**config.mk**
```make
export PLATFORM = sky130hd
export DESIGN_NAME = conv_window_addr_gen
export DESIGN_NICKNAME = d
export VERILOG_FILES = /design/src/rtl/cnn_addr_pkg.sv /design/src/rtl/stride_wrap_counter.sv /design/src/rtl/conv_window_addr_gen.sv
export SDC_FILE = /design/constraint.sdc
export NUM_CORES = 1
export LEC_CHECK = 0
export CORE_MARGIN = 2
export CORE_UTILIZATION = 35
export DETAILED_ROUTE_END_ITERATION = 16
export GPL_TIMING_DRIVEN = 0
export PLACE_DENSITY = 0.63
export SLEW_MARGIN = 20
export SYNTH_ARGS = -nofsm -noshare
export SYNTH_HDL_FRONTEND = slang
export SYNTH_SLANG_ARGS = --single-unit
```
**constraint.sdc**
```tcl
create_clock -name clk -period 1.85 [get_ports clk]
set_input_delay 0.2775 -clock clk [delete_from_list [all_inputs] [get_ports clk]]
set_output_delay 0.2775 -clock clk [all_outputs]
set_load 0.01 [all_outputs]
```
**src/rtl/cnn_addr_pkg.sv**
```systemverilog
// Shared definitions for the CNN address-generation blocks: FSM state
// encoding and the default image/kernel geometry.
package cnn_addr_pkg;

    typedef enum logic [1:0] {
        ST_IDLE = 2'd0,
        ST_RUN  = 2'd1,
        ST_DONE = 2'd2
    } state_t;

    localparam int DEF_IMG_W = 28;
    localparam int DEF_IMG_H = 28;
    localparam int DEF_K     = 3;

endpackage

```
**src/rtl/stride_wrap_counter.sv**
```systemverilog
// Counter that advances by STEP on inc and wraps from LIMIT back to 0.
// wrap flags the increment that causes the wrap, so it can chain into the
// next counter of a nested scan.
module stride_wrap_counter #(
    parameter int CNT_W = 10,
    parameter int LIMIT = 25,
    parameter int STEP  = 1
) (
    input  logic             clk,
    input  logic             rst,
    input  logic             clr,
    input  logic             inc,
    output logic [CNT_W-1:0] count,
    output logic             at_limit,
    output logic             wrap
);

    localparam logic [CNT_W-1:0] LIMIT_V = CNT_W'(LIMIT);
    localparam logic [CNT_W-1:0] STEP_V  = CNT_W'(STEP);

    logic [CNT_W-1:0] count_reg;

    assign count    = count_reg;
    assign at_limit = (count_reg == LIMIT_V);
    assign wrap     = inc & at_limit;

    // Count register: clear has priority, otherwise step or wrap on inc.
    always_ff @(posedge clk or posedge rst) begin
        if (rst) begin
            count_reg <= '0;
        end else if (clr) begin
            count_reg <= '0;
        end else if (inc) begin
            count_reg <= at_limit ? '0 : count_reg + STEP_V;
        end
    end

endmodule

```
**src/rtl/conv_window_addr_gen.sv**
```systemverilog
// Convolution window scanner: walks the top-left corner of a KxK window
// over every channel of an IMG_W x IMG_H image with a given stride and
// emits the flat memory address of each window under valid/ready.
// Addresses are built from running bases with adds only.
module conv_window_addr_gen
    import cnn_addr_pkg::*;
#(
    parameter int IMG_W  = DEF_IMG_W,
    parameter int IMG_H  = DEF_IMG_H,
    parameter int K      = DEF_K,
    parameter int STRIDE = 1,
    parameter int N_CH   = 1,
    parameter int CNT_W  = 10,
    parameter int ADDR_W = 10
) (
    input  logic              clk,
    input  logic              rst,
    input  logic              start,
    input  logic              abort,
    input  logic              ready,
    output logic              valid,
    output logic [CNT_W-1:0]  row,
    output logic [CNT_W-1:0]  col,
    output logic [CNT_W-1:0]  ch,
    output logic [ADDR_W-1:0] addr,
    output logic              last,
    output logic              busy,
    output logic              done
);

    localparam int OUT_W = (IMG_W - K) / STRIDE + 1;
    localparam int OUT_H = (IMG_H - K) / STRIDE + 1;
    localparam longint TOTAL_WORDS = longint'(N_CH) * longint'(IMG_W) * longint'(IMG_H);

    localparam logic [ADDR_W-1:0] COL_STEP = ADDR_W'(STRIDE);
    localparam logic [ADDR_W-1:0] ROW_STEP = ADDR_W'(STRIDE * IMG_W);
    localparam logic [ADDR_W-1:0] CH_STEP  = ADDR_W'(IMG_W * IMG_H);
    localparam logic [CNT_W-1:0]  CH_LAST  = CNT_W'(N_CH - 1);

    // Reject geometries the scan cannot represent.
    if (K > IMG_W) begin : g_bad_k_w
        $error("conv_window_addr_gen: K exceeds IMG_W");
    end
    if (K > IMG_H) begin : g_bad_k_h
        $error("conv_window_addr_gen: K exceeds IMG_H");
    end
    if (TOTAL_WORDS > (longint'(1) << ADDR_W)) begin : g_bad_addr_w
        $error("conv_window_addr_gen: image does not fit in ADDR_W");
    end

    state_t            state_reg, state_next;
    logic [CNT_W-1:0]  ch_reg;
    logic [ADDR_W-1:0] addr_reg, addr_next;
    logic [ADDR_W-1:0] row_base_reg, row_base_next;
    logic [ADDR_W-1:0] ch_base_reg, ch_base_next;

    logic run, xfer, run_abort, last_w, ctr_clr;
    logic col_at_max, col_wrap, row_at_max, row_wrap;

    assign run       = (state_reg == ST_RUN);
    assign run_abort = run & abort;
    // Abort wins over a transfer in the same cycle.
    assign xfer      = run & ready & ~abort;
    assign last_w    = run & col_at_max & row_at_max & (ch_reg == CH_LAST);
    assign ctr_clr   = run_abort | (xfer & last_w);

    stride_wrap_counter #(
        .CNT_W (CNT_W),
        .LIMIT ((OUT_W - 1) * STRIDE),
        .STEP  (STRIDE)
    ) u_col_cnt (
        .clk      (clk),
        .rst      (rst),
        .clr      (ctr_clr),
        .inc      (xfer),
        .count    (col),
        .at_limit (col_at_max),
        .wrap     (col_wrap)
    );

    stride_wrap_counter #(
        .CNT_W (CNT_W),
        .LIMIT ((OUT_H - 1) * STRIDE),
        .STEP  (STRIDE)
    ) u_row_cnt (
        .clk      (clk),
        .rst      (rst),
        .clr      (ctr_clr),
        .inc      (col_wrap),
        .count    (row),
        .at_limit (row_at_max),
        .wrap     (row_wrap)
    );

    // Next-state logic for IDLE -> RUN -> DONE -> IDLE.
    always_comb begin
        state_next = state_reg;
        case (state_reg)
            ST_IDLE: if (start && !abort) state_next = ST_RUN;
            ST_RUN: begin
                if (abort)               state_next = ST_IDLE;
                else if (xfer && last_w) state_next = ST_DONE;
            end
            ST_DONE: state_next = ST_IDLE;
            default: state_next = ST_IDLE;
        endcase
    end

    // Address datapath: step within a row, jump to the next row base on
    // col wrap, and to the next channel base on row wrap.
    always_comb begin
        addr_next     = addr_reg;
        row_base_next = row_base_reg;
        ch_base_next  = ch_base_reg;
        if (ctr_clr) begin
            addr_next     = '0;
            row_base_next = '0;
            ch_base_next  = '0;
        end else if (xfer) begin
            if (!col_at_max) begin
                addr_next = addr_reg + COL_STEP;
            end else if (!row_at_max) begin
                row_base_next = row_base_reg + ROW_STEP;
                addr_next     = row_base_reg + ROW_STEP;
            end else begin
                ch_base_next  = ch_base_reg + CH_STEP;
                row_base_next = ch_base_reg + CH_STEP;
                addr_next     = ch_base_reg + CH_STEP;
            end
        end
    end

    // State, channel counter and address registers.
    always_ff @(posedge clk or posedge rst) begin
        if (rst) begin
            state_reg    <= ST_IDLE;
            ch_reg       <= '0;
            addr_reg     <= '0;
            row_base_reg <= '0;
            ch_base_reg  <= '0;
        end else begin
            state_reg    <= state_next;
            addr_reg     <= addr_next;
            row_base_reg <= row_base_next;
            ch_base_reg  <= ch_base_next;
            if (ctr_clr) begin
                ch_reg <= '0;
            end else if (row_wrap) begin
                ch_reg <= ch_reg + 1'b1;
            end
        end
    end

    assign valid = run;
    assign ch    = ch_reg;
    assign addr  = addr_reg;
    assign last  = last_w;
    assign busy  = (state_reg != ST_IDLE);
    assign done  = (state_reg == ST_DONE);

endmodule

```
==> results.rst <==
.. list-table::
   :header-rows: 1

   * - Metric
     - Value
   * - Hold violation count in the final report
     - 0
   * - Count of inserted antenna diode cells
     - 0
   * - Row count
     - 36
   * - Share of post-route cells with drive strength above 1
     - 0.342
   * - Violated checks
     - negative setup slack
   * - Type of element capturing the critical path
     - flop
   * - Total leakage power
     - 2.13 nW
   * - Final #Nets
     - 498
   * - Period minus WS final
     - ~2200 ps
   * - Vias per Instance
     - around 5.6
   * - Total GRT Usage
     - 0.189
   * - Number of H-tree levels
     - 3
   * - Worst IR Drop VDD
     - 0.383 mV
   * - Most area-hungry cell type in the Yosys netlist
     - sky130_fd_sc_hd__dfrtp_1
   * - Arrival time worst endpoint
     - between 2000 and 2500 ps
   * - Routability-driven placement congestion ratio
     - ~0.86
   * - Number of pins with negative max-slew slack in the final report
     - 0
   * - Count of distinct cell types in the synthesized netlist
     - 62
   * - Placed wire-length estimate
     - around 6400 um
   * - I/O Buffers
     - between 40 and 50
   * - Category of the critical setup timing path
     - flop to flop
   * - Synth top area cells
     - sky130_fd_sc_hd__dfrtp_1 42%, sky130_fd_sc_hd__o21ai_1 4.8%, sky130_fd_sc_hd__nand2_1 4.3%
   * - Number of max-cap violations
     - 0
   * - Async set-reset flop share out of synthesis
     - 1.00
   * - Initial standard-cell utilization of the core
     - 0.358
   * - Slack of the worst reg-to-reg path
     - -330 ps
   * - Hold Path Class
     - primary input to async pin
   * - Sequential share of the synthesized area
     - 0.419
   * - Slew headroom
     - 0.668
   * - Net Count, Synth
     - 398
   * - Average cell area after synthesis
     - 9.03 um^2
   * - Pin count of the biggest net entering global routing
     - 37
   * - Top post-synthesis cells by count
     - 58 x sky130_fd_sc_hd__dfrtp_1, 40 x sky130_fd_sc_hd__nand2_1, 33 x sky130_fd_sc_hd__nor2_1, 33 x sky130_fd_sc_hd__o21ai_1, 16 x sky130_fd_sc_hd__nand3_1
   * - Footprint of the flip-flops and latches
     - 1460 um^2
   * - DRC violations left
     - 0
   * - Max Buffers Root-to-Sink
     - 2
   * - Number of antenna violations at the first check in global routing
     - 0
   * - CTS clk-pin slew, worst paths
     - 70 ps
   * - Root cell of the clock tree
     - sky130_fd_sc_hd__clkbuf_8
   * - Unrepaired setup endpoints after global routing
     - true
   * - Post-synth top flop
     - sky130_fd_sc_hd__dfrtp_1
   * - Highest net fanout along the worst path
     - 7
   * - Sinks on the clock net
     - 58
   * - Insertion delay to the later sink of the worst-skew pair
     - roughly 350 ps
   * - Worst flop-to-flop path startpoint
     - state_reg[1]
   * - Flip-flop and latch count after synthesis
     - just under 60
   * - End point of the critical path
     - u_row_cnt.count[2]
   * - Number of design-rule violations left by the first detailed-router iteration
     - 249
   * - Slew @ Worst Pin
     - roughly 500 ps
   * - Syn. warnings
     - 0
   * - Average routed wire per standard cell
     - ~17 um
   * - Count leader, synth
     - sky130_fd_sc_hd__dfrtp_1
   * - Placement-stage cell area
     - ~4200 um^2
   * - Setup skew after layout
     - between 10 and 15 ps
   * - Capturing point of the worst reg2reg path
     - u_row_cnt.count[2]
   * - Via Count
     - between 3,000 and 4,000
   * - Filler cell count
     - about 820
   * - Number of cell instances on the worst register-to-register path
     - 8
   * - Top Ports
     - 49
   * - Result of the run
     - finished with violations
   * - Final critical-path setup slack
     - -328 ps
   * - Die Y
     - a little over 100 um
   * - DIE WIDTH
     - between 100 and 150 um
   * - Total Die Area
     - approximately 11,000 um^2
   * - Wire length of the first global-routing pass
     - about 17,000 um
   * - Number of iterations in the first detailed-routing pass
     - 5
   * - Core Box Area
     - between 9000 and 10,000 um^2
   * - WL final
     - approximately 10,000 um
   * - Cell area after layout
     - 5260 um^2
   * - Synth Cell Area
     - ~3500 um^2
   * - Setup TNS
     - -10,440 ps
   * - Worst-case setup slack after placement
     - -647 ps
   * - Number of nets still failing antenna checks after routing
     - 0
   * - Required time of the critical path
     - between 2000 and 2500 ps
   * - Timing startpoint of the critical path
     - state_reg[1]
   * - Vias in the first global route
     - 3,358
   * - Period Utilization, post-route
     - 1.18
   * - Fmax achieved
     - 459 MHz
   * - Cells after Synth
     - 384
   * - CTS Buf Count
     - 9
   * - Kind of launch point of the worst setup path
     - flop
   * - Remaining Overflow, GRT
     - 0
   * - CTS tree
     - built
   * - Top-area cell type share of the netlist area
     - 0.419
   * - Area Growth Syn to Fin
     - 51.7%
   * - Number of failing setup endpoints in the final timing report
     - 56
   * - Footprint of the multi-input gates
     - around 2400 um^2
   * - Power per standard cell area
     - approximately 640 nW/um^2
   * - Post-synth EDFFs
     - 0
per-layer routing:
metal  share of wire  GRT usage  wire length, um
met3           0.044     0.0409              458
met2            0.50      0.298             5210
met4           0.024     0.0859              252
met1            0.43      0.251             4550
met5               0          0                0
how the worst min path moves through the flow:
stage	end	cells after the start
6_report	ch[9]	2
5_1_grt	ch[8]	2
4_1_cts	u_row_cnt.count[4]	2
3_5_place_dp	row_base_reg[9]	1
3_3_place_gp	row_base_reg[1]	1
2_1_floorplan	state_reg[0]	1
power breakdown:
group          switching, mW  total [mW]  internal, mW
logic                  0.363       0.709         0.346
registers             0.0693        1.39          1.33
clock network          0.511        1.23         0.723
layout by cell type (no fill, tap or decap), drive strengths merged, types with 8 or more instances in the layout:
cell	Yosys	final
nand4	12	12
and3	10	10
dfrtp	58	58
nand2	40	40
ha	9	9
nand3	18	18
a22oi	9	9
o21ai	42	42
buf	9	53
nor2	33	33
clkbuf	6	15
inv	15	15
and2	9	9
clkdlybuf4s50	0	44
xnor2	14	14
xor2	8	8
nor3	12	12
a31oi	9	9
a21oi	9	10
critical path, stage by stage, from the launching register on:
cell,delay (ps)
sky130_fd_sc_hd__dfrtp_1,390
sky130_fd_sc_hd__buf_4,160
sky130_fd_sc_hd__nor4bb_1,360
sky130_fd_sc_hd__buf_4,280
sky130_fd_sc_hd__nand4_1,220
sky130_fd_sc_hd__buf_4,230
sky130_fd_sc_hd__o21ai_4,220
sky130_fd_sc_hd__buf_12,170
sky130_fd_sc_hd__nor2_2,40
timing repair:
action / 4_1_cts / 5_1_grt
resized for setup: 67 / 72
hold endpoints to repair: 0 / 0
gates cloned: 2 / 3
buffers inserted: 31 / 10
hold buffers: 0 / 0
endpoints found under the setup margin: 60 / 56
pin swaps: 24 / 24
metrics by stage:
| stage | power, mW | utilization | hold slack, ps | cells |
|---|---|---|---|---|
| finish | 3.34 | 0.543 | 249 | 621 |
| global route | 3.47 | 0.543 | 283 | 621 |
| CTS | 3.27 | 0.505 | 255 | 609 |
| detailed placement | 1.93 | 0.433 | 479 | 566 |
| global placement | 1.91 | 0.430 | 472 | 565 |
| floorplan | 1.72 | - | 390 | 384 |
cell type report:
class | instances | area share
clock buffer | 13 | 0.0321
timing repair buffer | 91 | 0.168
clock inverter | 2 | 0.00667
sequential | 58 | 0.277
inverter | 15 | 0.0117
tap | 133 | 0.0317
buffer | 11 | 0.0221
multi-input combinational | 298 | 0.451
cells by family after synthesis:
family,synth area share
compound gates,0.179
fa+ha+maj,0.0325
simple gates,0.271
mux,0.00289
xor+xnor,0.0556
flops,0.419
buf+inv,0.0401
No activity file was read; power rests on OpenSTA's default activity.
